$ cat src/rtl/qfrag_seq_pkg.sv
// Shared op/state encodings for the logic-cell bank sequencer.
package qfrag_seq_pkg;

    typedef enum logic [1:0] {
        OP_CAPTURE = 2'd0,
        OP_LOAD    = 2'd1,
        OP_CLEAR   = 2'd2,
        OP_PRESET  = 2'd3
    } op_e;

    typedef enum logic [2:0] {
        ST_IDLE    = 3'd0,
        ST_DRIVE   = 3'd1,
        ST_RELEASE = 3'd2,
        ST_SAMPLE  = 3'd3,
        ST_RESP    = 3'd4
    } state_e;

    localparam int CNT_W = 4;

endpackage

$ cat src/rtl/qfrag_expect.sv
// Expected-bank-value and readback-mismatch compute; purely combinational.
// CAPTURE loads unknown CZI data, so it never flags a mismatch.
module qfrag_expect
    import qfrag_seq_pkg::*;
#(
    parameter int WIDTH = 8
) (
    input  op_e              op,
    input  logic [WIDTH-1:0] mask,
    input  logic [WIDTH-1:0] data,
    input  logic [WIDTH-1:0] prev,
    input  logic [WIDTH-1:0] qz,
    output logic             err
);

    logic [WIDTH-1:0] expected;

    always_comb begin
        expected = qz;
        case (op)
            OP_LOAD:    expected = (prev & ~mask) | (data & mask);
            OP_CLEAR:   expected = prev & ~mask;
            OP_PRESET:  expected = prev | mask;
            OP_CAPTURE: expected = qz;
            default:    expected = qz;
        endcase
        err = (op != OP_CAPTURE) && (qz != expected);
    end

endmodule

$ cat src/rtl/qfrag_bank_seq.sv
// Pulse sequencer for a bank of logic-cell flops; response valid 3+SETTLE edges after accept.
// One command in flight; cmd_ready low from accept until the response is consumed via rsp_ready.
module qfrag_bank_seq
    import qfrag_seq_pkg::*;
#(
    parameter int WIDTH  = 8,
    parameter int SETTLE = 2
) (
    input  logic             QCK,
    input  logic             QRT,
    input  logic             cmd_valid,
    output logic             cmd_ready,
    input  logic [1:0]       cmd_op,
    input  logic [WIDTH-1:0] cmd_mask,
    input  logic [WIDTH-1:0] cmd_data,
    output logic [WIDTH-1:0] bank_qst,
    output logic [WIDTH-1:0] bank_qrt,
    output logic [WIDTH-1:0] bank_qen,
    output logic [WIDTH-1:0] bank_qds,
    output logic [WIDTH-1:0] bank_qdi,
    input  logic [WIDTH-1:0] bank_qz,
    output logic             rsp_valid,
    input  logic             rsp_ready,
    output logic [WIDTH-1:0] rsp_data,
    output logic             rsp_err
);

    state_e             state_q, state_d;
    logic [CNT_W-1:0]   cnt_q, cnt_d;
    op_e                op_q, op_d;
    logic [WIDTH-1:0]   mask_q, mask_d;
    logic [WIDTH-1:0]   data_q, data_d;
    logic [WIDTH-1:0]   prev_q, prev_d;
    logic               rdy_q, rdy_d;
    logic [WIDTH-1:0]   qst_q, qst_d;
    logic [WIDTH-1:0]   qrt_q, qrt_d;
    logic [WIDTH-1:0]   qen_q, qen_d;
    logic [WIDTH-1:0]   qds_q, qds_d;
    logic [WIDTH-1:0]   qdi_q, qdi_d;
    logic [WIDTH-1:0]   rsp_data_q, rsp_data_d;
    logic               rsp_err_q, rsp_err_d;
    logic               exp_err;

    qfrag_expect #(.WIDTH(WIDTH)) u_expect (
        .op   (op_q),
        .mask (mask_q),
        .data (data_q),
        .prev (prev_q),
        .qz   (bank_qz),
        .err  (exp_err)
    );

    // Bank controls are registered, so they trail the DRIVE state by one cycle;
    // RELEASE therefore spans that drive-visible cycle plus SETTLE recovery cycles.
    always_comb begin
        state_d    = state_q;
        cnt_d      = cnt_q;
        op_d       = op_q;
        mask_d     = mask_q;
        data_d     = data_q;
        prev_d     = prev_q;
        qst_d      = '0;
        qrt_d      = '0;
        qen_d      = '0;
        qds_d      = '0;
        qdi_d      = '0;
        rsp_data_d = rsp_data_q;
        rsp_err_d  = rsp_err_q;

        case (state_q)
            ST_IDLE: begin
                if (rdy_q && cmd_valid) begin
                    op_d    = op_e'(cmd_op);
                    mask_d  = cmd_mask;
                    data_d  = cmd_data;
                    prev_d  = bank_qz;
                    state_d = ST_DRIVE;
                end
            end
            ST_DRIVE: begin
                case (op_q)
                    OP_CAPTURE: qen_d = mask_q;
                    OP_LOAD: begin
                        qen_d = mask_q;
                        qds_d = mask_q;
                        qdi_d = data_q & mask_q;
                    end
                    OP_CLEAR:   qrt_d = mask_q;
                    OP_PRESET:  qst_d = mask_q;
                    default:    qst_d = '0;
                endcase
                cnt_d   = CNT_W'(SETTLE);
                state_d = ST_RELEASE;
            end
            ST_RELEASE: begin
                if (cnt_q == '0) begin
                    state_d = ST_SAMPLE;
                end else begin
                    cnt_d = cnt_q - 1'b1;
                end
            end
            ST_SAMPLE: begin
                rsp_data_d = bank_qz;
                rsp_err_d  = exp_err;
                state_d    = ST_RESP;
            end
            ST_RESP: begin
                if (rsp_ready) begin
                    state_d = ST_IDLE;
                end
            end
            default: state_d = ST_IDLE;
        endcase

        rdy_d = (state_d == ST_IDLE);
    end

    always_ff @(posedge QCK) begin
        if (QRT) begin
            state_q    <= ST_IDLE;
            cnt_q      <= '0;
            op_q       <= OP_CAPTURE;
            mask_q     <= '0;
            data_q     <= '0;
            prev_q     <= '0;
            rdy_q      <= 1'b0;
            qst_q      <= '0;
            qrt_q      <= '0;
            qen_q      <= '0;
            qds_q      <= '0;
            qdi_q      <= '0;
            rsp_data_q <= '0;
            rsp_err_q  <= 1'b0;
        end else begin
            state_q    <= state_d;
            cnt_q      <= cnt_d;
            op_q       <= op_d;
            mask_q     <= mask_d;
            data_q     <= data_d;
            prev_q     <= prev_d;
            rdy_q      <= rdy_d;
            qst_q      <= qst_d;
            qrt_q      <= qrt_d;
            qen_q      <= qen_d;
            qds_q      <= qds_d;
            qdi_q      <= qdi_d;
            rsp_data_q <= rsp_data_d;
            rsp_err_q  <= rsp_err_d;
        end
    end

    assign cmd_ready = rdy_q;
    assign rsp_valid = (state_q == ST_RESP);
    assign rsp_data  = rsp_data_q;
    assign rsp_err   = rsp_err_q;
    assign bank_qst  = qst_q;
    assign bank_qrt  = qrt_q;
    assign bank_qen  = qen_q;
    assign bank_qds  = qds_q;
    assign bank_qdi  = qdi_q;

endmodule

$ cat config.mk
export PLATFORM = sky130hd
export DESIGN_NAME = qfrag_bank_seq
export DESIGN_NICKNAME = d
export VERILOG_FILES = /design/src/rtl/qfrag_seq_pkg.sv /design/src/rtl/qfrag_expect.sv /design/src/rtl/qfrag_bank_seq.sv
export SDC_FILE = /design/constraint.sdc
export NUM_CORES = 1
export LEC_CHECK = 0
export ABC_AREA = 1
export CELL_PAD_IN_SITES_DETAIL_PLACEMENT = 0
export CELL_PAD_IN_SITES_GLOBAL_PLACEMENT = 1
export CORE_MARGIN = 1
export CORE_UTILIZATION = 31
export DETAILED_ROUTE_END_ITERATION = 7
export PLACE_DENSITY = 0.74
export RECOVER_POWER = 50
export SETUP_SLACK_MARGIN = 0.2
export SYNTH_ARGS = -nofsm -noshare
export SYNTH_HDL_FRONTEND = slang
export SYNTH_HIERARCHICAL = 1
export SYNTH_SLANG_ARGS = --single-unit
$ cat constraint.sdc
create_clock -name QCK -period 1.4 [get_ports QCK]
set_input_delay 0.28 -clock QCK [delete_from_list [all_inputs] [get_ports QCK]]
set_output_delay 0.28 -clock QCK [all_outputs]
set_load 0.01 [all_outputs]
==> Word-level counts from Yosys, hierarchy flattened <==
Cells that the tools add are included.
{ "word_totals": {"word_cells": 56, "output_inout_bits": 51, "inputBits": 30, "register_bits": 83} }
{ "op_classes": {"n_eq_ne": 9, "n_reduce_logical": 15, "n_addsub": 1, "muxes": 7, "n_bitwise": 10} }
{ "ops": {"columns": ["operator", "n"], "rows": [
  ["case mux 8 bit (4 select lines)", 1],
  ["AND 8 bit", 2],
  ["bitwise OR 8 bit", 2],
  ["case mux 3 bit (5 select lines)", 1],
  ["OR reduction 3 bit", 4],
  ["two-way mux 3 bit", 3],
  ["inequality test 8 bit", 1],
  ["NOT 8 bit", 1],
  ["case mux 4 bit (2 select lines)", 1],
  ["equality test 3 x 2 -> 1 bit (second input constant)", 2],
  ["logical NOT 3 bit", 2],
  ["NOT 1 bit", 5],
  ["equality test 2 bit (second input constant)", 2],
  ["logical NOT 4 bit", 1],
  ["two-way mux 4 bit", 1],
  ["AND reduction 2 bit", 2],
  ["nonzero test 2 bit", 2],
  ["subtractor 4 x 1 -> 4 bit (second input constant)", 1],
  ["equality test 3 x 1 -> 1 bit (second input constant)", 1],
  ["equality test 3 bit (second input constant)", 1],
  ["equality test 2 x 1 -> 1 bit (second input constant)", 1],
  ["logical AND 1 bit", 2],
  ["logical NOT 2 bit", 1],
  ["inequality test 2 bit (second input constant)", 1],
  ["OR reduction 2 bit", 1]
]} }

==> Logic depth before layout (Yosys ltp) <==
Gate-level depths: netlist of run 1.
{ "logic_depth": {"word_depth": 6, "ltp_mapped": 13, "mapped_depth_nobuf": 13} }

==> Modules after synthesis <==
The synthesis of run 1 kept the hierarchy.
{ "by_module_without_submodules": {"columns": ["mod", "area_per_inst_um2", "seq_area_each_um2", "instances", "cells_each"], "rows": [
  ["qfrag_bank_seq", 2711.4, 1661.6, 1, 302],
  ["qfrag_expect", 511.7, 0.0, 1, 115]
]} }

==> Worst setup path after synthesis of run 1 <==
No wires, ideal clock.
{ "synth_path": {"path_kind": "flip-flop to flip-flop", "from": "register op_q[1]", "to": "register rsp_err_q (netlist: rsp_err)", "setup_time_ps": 116, "arrival_time_ps": 1359, "required_time_ps": 1284, "path_buffers": 1, "slack_ps": -74, "stages_incl_launch_ff": 13, "synth_period_minus_slack_ps": 1474, "path_cell_list": "dfxtp_1 buf_4 inv_2 nand2_2 nor2_1 nor2_1 nand3_1 nand2_1 nand3_1 nor2_1 nand2_1 o21ai_0 nor2_1"} }
{ "synth_between": {"elab_chain_len": 4, "elab_cells_between_ends": 8, "classes_between": "eq/ne (4); mux (1); reduce/logical (3)"} }
{ "synth_rtl": {"columns": ["item", "line", "rtl"], "rows": [
  ["start: declaration", "qfrag_bank_seq.sv:30", "op_e op_q, op_d;"],
  ["start signal: assignment", "qfrag_bank_seq.sv:137", "op_q <= op_d;"],
  ["equality test 2 bit, or another cell as far along", "qfrag_expect.sv:20", "case (op)"],
  ["case mux 8 bit (4 select lines)", "qfrag_expect.sv:20", null],
  ["inequality test 8 bit", "qfrag_expect.sv:27", "err = (op != OP_CAPTURE) && (qz != expected);"],
  ["logical AND 1 bit *", "qfrag_expect.sv:27", null],
  ["net exp_err", "qfrag_bank_seq.sv:42", "logic exp_err;"],
  ["end signal: assignment", "qfrag_bank_seq.sv:148", "rsp_err_q <= rsp_err_d;"],
  ["end: declaration", "qfrag_bank_seq.sv:41", "logic rsp_err_q, rsp_err_d;"]
]} }
Mark *: on every way through the listed nets, which the timed path passes. The rest lies on a longest branch.
A chain may end at the register's enable or synchronous reset.

==> Worst setup path after layout of run 1 <==
{ "layout_path": {"from": "register state_q[1]", "to": "output port rsp_valid"} }
{ "layout_between": {"elab_chain_len": 1} }
{ "layout_rtl": {"columns": ["item", "line", "rtl"], "rows": [
  ["start: declaration", "qfrag_bank_seq.sv:28", "state_e state_q, state_d;"],
  ["start signal: assignment", "qfrag_bank_seq.sv:135", "state_q <= state_d;"],
  ["equality test 3 bit", "qfrag_bank_seq.sv:153", "assign rsp_valid = (state_q == ST_RESP);"],
  ["end: declaration", "qfrag_bank_seq.sv:22", "output logic rsp_valid,"]
]} }
No other way between the ends.

==> results by group, run 1 <==
Critical path
  • Worst R2R Path Depth: 10
  • Slowest stage delay, CP: 0.35 ns
  • Worst Setup EP: rsp_valid
  • Reg-to-reg endpoint: rsp_err$_SDFFE_PP0N_
  • Crit path max fanout: 2
  • Req. time, crit path: 1.12 ns
  • R2r startpoint: op_q[1]$_SDFFE_PP0P_
  • Crit Path Category: register to output pin
  • CP cell instances: nor2_4, buf_4, nand2_2, inv_1, buf_2
  • Critical path data arrival time: 1.18 ns
  • CP bufs+invs: 3
  • Worst setup EP type: output pin
  • Reg2reg setup slack: -0.05 ns
  • Critical Path Source: state_q[1]$_SDFF_PP0_
  • Cell family with most CP delay: flip-flops
  • WP depth: 5
  • Crit-path slowest cell: dfxtp_1
  • CP Launch Type: register

Routing
  • WL/cell: 14.3 µm
  • Drt total wl: 9710 µm
  • DR vias: 3,136
  • Vias per cell: 4.61
  • Pre-antenna DRT Iters: 4
  • Initial drt markers: 97
  • Residual DRC count: 0
  • Final ANT Viol Nets: 0

Power
  • Overall power: 6.56 mW
  • Reg power frac: 40.9%
  • Clock power share: 28.3%
  • Internal Power: 4.32 mW
  • Power density cells: 1270 mW/mm²
  • Worst VDD drop: 504 µV
  • Sw Share: 34.2%
  • Lkg Pwr: 2.07 nW
  • Power share of the combinational group: 30.8%
  • Switch Pwr: 2.25 mW

Status
  • Failing checks: setup timing
  • Status: complete, but fails checks

Floorplan
  • I/O pins: 81
  • Die Wd: 104 µm
  • Die area: 0.0108 mm²
  • Die H: 104 µm
  • Core area: 0.00991 mm²
  • Initial core utilization: 32.5%
  • Site row count: 36

Clock tree
  • Hold buffers post-CTS: 0
  • Worst skew pair latency: 0.36 ns
  • CTS tree: yes
  • Clk pin slew, worst setup/hold paths: 0.10 ns
  • Clock Tree Buf Depth: 2
  • Total CTS buffers: 9
  • H-tree depth: 3
  • Clk sinks: 83
  • Root buffer cell: clkbuf_8

Layout
  • P&R area growth vs syn: 59.7%
  • Fin nets: 573
  • Commonest non-fill, non-tap cell in the layout: dfxtp_1
  • Final Instance Area: 0.00515 mm²
  • Share of cells above drive strength 1: 38.4%
  • FILL cells: 969
  • Fin util: 51.9%
  • Antenna diode count: 0
  • Most frequent cells in the layout: dfxtp_1, nor2_1, inv_1
  • Post-route insts no fill: 680

Placed design
  • Routability cong.: 0.764
  • Final HPWL DP: 5870 µm
  • Placed Cells: 638
  • PortBufs: 80
  • Placed cell areas: 0.00434 mm²
  • Pre-CTS setup slack: -0.226 ns

GRT
  • Grt total ovfl: 0
  • GRT Resource Usage Total: 16.1%
  • Pin count of the biggest net entering global routing: 52
  • Vias in the first global route: 2,979
  • First-pass GRT wire length: 13,900 µm
  • Antenna violations before repair: 0

STA
  • Final period util: 104%
  • Finish-stage setup viols: 18
  • Post-layout worst setup margin: -0.0585 ns
  • Worst slew margin: 78.0%
  • Hold Violations, Final: 0
  • Worst slew pin tran: 0.329 ns
  • Min cycle time layout: 1.46 ns
  • Max Slew Vio Count: 0
  • RSZ-0062 raised after global routing: yes
  • Setup Skew: 0.0141 ns
  • Max Freq: 686 MHz

Synthesis
  • Mapped Cells: 417
  • Dominant cell type by area after synthesis: dfxtp_1
  • Register area share after synthesis: 51.6%
  • Syn_nets: 448
  • Syn_area_per_cell: 7.73 µm²
  • Synth top area cells: dfxtp_1, nor2_1, nand2_1
  • Synthesis-stage register bit count: 83
  • Cell Area, Synth: 0.00322 mm²
  • Synth cell types: 30
  • Share of the synthesized area in the top cell type: 51.6%
  • Syn. warnings: 6

Run
  • Max cap viols: 0

Min path
  • Hold WC Path Type: register to register
state kept, by name, indices dropped and copies added (netlist names):
register,flops
cnt_q,4
prev_q,8
state_q,3
data_q,8
mask_q,8
bank_qst,8
rsp_data,8
op_q,2
bank_qrt,8
cmd_ready,1
bank_qds,8
bank_qen,8
rsp_err,1
bank_qdi,8
cells in the mapped netlist (all sizes together):
master	count
nand3b	3
o21ai	37
a21oi	30
buf	10
inv	62
dfxtp	83
nor2	74
ha	1
clkbuf	3
nor4	1
nand3	24
nor3	11
clkinv	1
nand4	6
nand2	66
or2	5
cells by family after synthesis:
| group | share of synthesized area (%) |
|---|---|
| buffers and inverters | 9.94 |
| and+or+nand+nor | 27.7 |
| DFF | 51.6 |
| AOI/OAI and AO/OA | 10.4 |
| adders and majority gates | 0.388 |
stage by stage:
stage / hold slack, ns / setup TNS (ns)
floorplan: 0.418 / 0
global placement: 0.428 / -1.87
detailed placement: 0.437 / -2.29
CTS: 0.450 / -0.00661
global route: 0.468 / -2.74
finish: 0.450 / -0.295
worst reg2reg max path, stage by stage (launching register included):
cell,delay [ns]
dfxtp_4,0.40
nor2_8,0.19
nand2_1,0.07
nand2_1,0.11
nand2_1,0.07
nand2_1,0.06
nand4_1,0.09
nor2_1,0.13
nand2_1,0.06
o21ai_1,0.12
nor2_1,0.06
power groups by stage:
stage | sequential, mW | clock, mW | combinational, mW
detailed placement | 2.73 | 0 | 1.25
global route | 2.71 | 1.99 | 2.18
floorplan | 2.70 | 0 | 0.816
finish | 2.68 | 1.86 | 2.02
CTS | 2.68 | 1.91 | 1.58
global placement | 2.73 | 0 | 1.23
metal layers:
metal / track usage, % / share of wire [%]
met1: 18.2 / 41
met2: 29.6 / 54
met3: 2.88 / 2.7
met4: 7.04 / 1.5
met5: 0 / 0
area by class of cell:
cell class	instances	area, µm²	area share, %
Clock buffer	9	124	2.41
Clock inverter	7	87.6	1.70
Inverter	63	249	4.84
Multi-Input combinational cell	258	1690	32.8
Sequential cell	83	1680	32.7
Tap cell	133	166	3.23
Timing Repair Buffer	127	1150	22.3
worst min-delay path by stage:
stage                                 from                endpoint  slack, ns  cells past startpoint
floorplan           prev_q[6]$_SDFFE_PP0P_  prev_q[6]$_SDFFE_PP0P_       0.42                      2
global placement    prev_q[7]$_SDFFE_PP0P_  prev_q[7]$_SDFFE_PP0P_       0.43                      2
detailed placement  prev_q[6]$_SDFFE_PP0P_  prev_q[6]$_SDFFE_PP0P_       0.44                      2
CTS                 prev_q[4]$_SDFFE_PP0P_  prev_q[4]$_SDFFE_PP0P_       0.45                      2
global route        prev_q[6]$_SDFFE_PP0P_  prev_q[6]$_SDFFE_PP0P_       0.47                      2
finish              data_q[1]$_SDFFE_PP0P_  bank_qdi[1]$_SDFF_PP0_       0.45                      2
repair_timing:
action,CTS,global route
pin swaps,35,32
buffers inserted,11,7
gates cloned,1,7
gates resized for setup,301,96
setup endpoints to repair,114,103
No activity file was read; power rests on OpenSTA's default activity.
==> run 2: changes to the inputs <==
--- a/config.mk
+++ b/config.mk
@@ -6,8 +6,10 @@
 export NUM_CORES = 1
 export LEC_CHECK = 0
 export ABC_AREA = 1
+export ABC_CLOCK_PERIOD_IN_PS = 1400
 export CELL_PAD_IN_SITES_DETAIL_PLACEMENT = 0
 export CELL_PAD_IN_SITES_GLOBAL_PLACEMENT = 1
+export CORE_ASPECT_RATIO = 0.8
 export CORE_MARGIN = 1
 export CORE_UTILIZATION = 31
 export DETAILED_ROUTE_END_ITERATION = 7
==> run 2 against run 1 <==
Effect of this change:
- the flow still finishes with violations (setup timing)
- maximum frequency increased by 1.9%
- sequential share of layout area decreased by 3.1 points
- critical path depth unchanged
- register-to-register slack improved by 0.02 ns
- largest cell class unchanged
- highest routed layer unchanged
==> results by group, run 2 (synthesis results as in run 1) <==
STA
  • Final period util: 102%
  • Setup Skew: 0.00422 ns
  • Post-layout worst setup margin: -0.0319 ns
  • RSZ-0062 raised after global routing: yes
  • Max Slew Vio Count: 0
  • Fin Hold WS: 0.440 ns
  • Finish-stage setup viols: 15
  • Max Freq: 698 MHz
  • Setup_tns: -0.233 ns
  • Hold Violations, Final: 0
  • Worst slew margin: 74.7%
  • Worst slew pin tran: 0.376 ns
  • Min cycle time layout: 1.43 ns

GRT
  • First-pass GRT wire length: 14,300 µm
  • Grt total ovfl: 0
  • Pin count of the biggest net entering global routing: 22
  • Vias in the first global route: 2,926
  • Antenna violations before repair: 0
  • GRT Resource Usage Total: 17.5%

Critical path
  • Crit path max fanout: 2
  • Critical path data arrival time: 1.15 ns
  • Crit Path Category: register to output pin
  • CP Launch Type: register
  • Req. time, crit path: 1.12 ns
  • Worst setup EP type: output pin

Routing
  • Met2 WL: 4650 µm
  • Met3 Wirelength: 511 µm
  • Initial drt markers: 153
  • Pre-antenna DRT Iters: 4
  • DR vias: 3,159
  • Top routing layer in use: met4
  • Vias per cell: 4.62
  • Residual DRC count: 0
  • WL/cell: 14.4 µm
  • Drt total wl: 9820 µm
  • M1 WL: 4560 µm
  • Final ANT Viol Nets: 0

Floorplan
  • Site row count: 32
  • Die Wd: 116 µm
  • I/O pins: 81
  • Die H: 93.2 µm
  • Die area: 0.0108 mm²
  • Core area: 0.00989 mm²
  • Initial core utilization: 32.6%

Clock tree
  • Clock Tree Buf Depth: 2
  • Worst skew pair latency: 0.34 ns
  • Clk sinks: 83
  • CTS tree: yes
  • Root buffer cell: clkbuf_16
  • Hold buffers post-CTS: 0
  • Clk pin slew, worst setup/hold paths: 0.06 ns
  • Total CTS buffers: 9
  • H-tree depth: 3

Placed design
  • Final HPWL DP: 5880 µm
  • PortBufs: 80
  • Routability cong.: 0.748

Status
  • Failing checks: setup timing
  • Status: complete, but fails checks

Power
  • Lkg Pwr: 2.17 nW
  • Worst VDD drop: 946 µV
  • Power density cells: 1310 mW/mm²

Layout
  • Most frequent cells in the layout: dfxtp_1, inv_1, nand2_1
  • Share of cells above drive strength 1: 36.7%
  • P&R area growth vs syn: 75.3%
  • Fin nets: 574
  • Commonest non-fill, non-tap cell in the layout: dfxtp_1
  • Fin util: 57.1%
  • FILL cells: 884
  • Antenna diode count: 0

Run
  • Max cap viols: 0

Min path
  • Hold WC Path Type: register to register
## run 2: what timing repair did
item                       4_1_cts  5_1_grt
gates cloned                     6        6
pin swaps                       36       39
setup endpoints to repair       86      119
buffers inserted                 8        5
gates resized for setup        177      144
## run 2: final cells by class
type / instances / area [µm²] / area share (%)
Sequential cell: 83 / 1670 / 29.6
Timing Repair Buffer: 128 / 1450 / 25.6
Tap cell: 136 / 170 / 3.01
Clock buffer: 9 / 225 / 3.99
Multi-Input combinational cell: 258 / 1800 / 31.8
Clock inverter: 7 / 83.8 / 1.48
Inverter: 63 / 251 / 4.45
## run 2: power breakdown
part | switching [mW] | internal (mW) | leakage [nW]
registers | 0.132 | 2.54 | 0.677
logic | 1.21 | 1.06 | 1.34
clock network | 1.04 | 1.41 | 0.149
total | 2.38 | 5.02 | 2.17
## run 2: worst max-delay path, cell delays in order, from the launching register on
cell	delay (ns)
dfxtp_2	0.34
nor2_4	0.13
buf_4	0.12
nand2_2	0.06
inv_1	0.05
buf_2	0.12
## run 2: path summary, 6_finish.rpt
kind                     startpoint                endpoint  slack [ns]  cells past startpoint
max           state_q[0]$_SDFF_PP0_               rsp_valid       -0.03                      5
min          prev_q[7]$_SDFFE_PP0P_  prev_q[7]$_SDFFE_PP0P_        0.44                      2
max reg2reg   state_q[1]$_SDFF_PP0_  bank_qen[1]$_SDFF_PP0_       -0.03                      9
min reg2reg  prev_q[7]$_SDFFE_PP0P_  prev_q[7]$_SDFFE_PP0P_        0.44                      2
## run 2: routing by layer
| layer | GRT usage (%) | vias up |
|---|---|---|
| met1 | 22.6 | 1493 |
| met2 | 28.1 | 74 |
| met3 | 5.06 | 9 |
| met4 | 5.13 | 0 |
| met5 | 0 | - |
| li1 | - | 1583 |
## run 2: through the flow
stage | setup slack (ns) | total power [mW] | std cells | area (µm²)
3_5_place_dp | -0.224 | 4.02 | 643 | 4360
2_1_floorplan | 0.0572 | 3.52 | 417 | 3230
6_report | -0.0319 | 7.40 | 684 | 5650
5_1_grt | -0.224 | 7.75 | 684 | 5650
4_1_cts | -0.0178 | 6.91 | 673 | 5110
3_3_place_gp | -0.200 | 3.99 | 643 | 4360
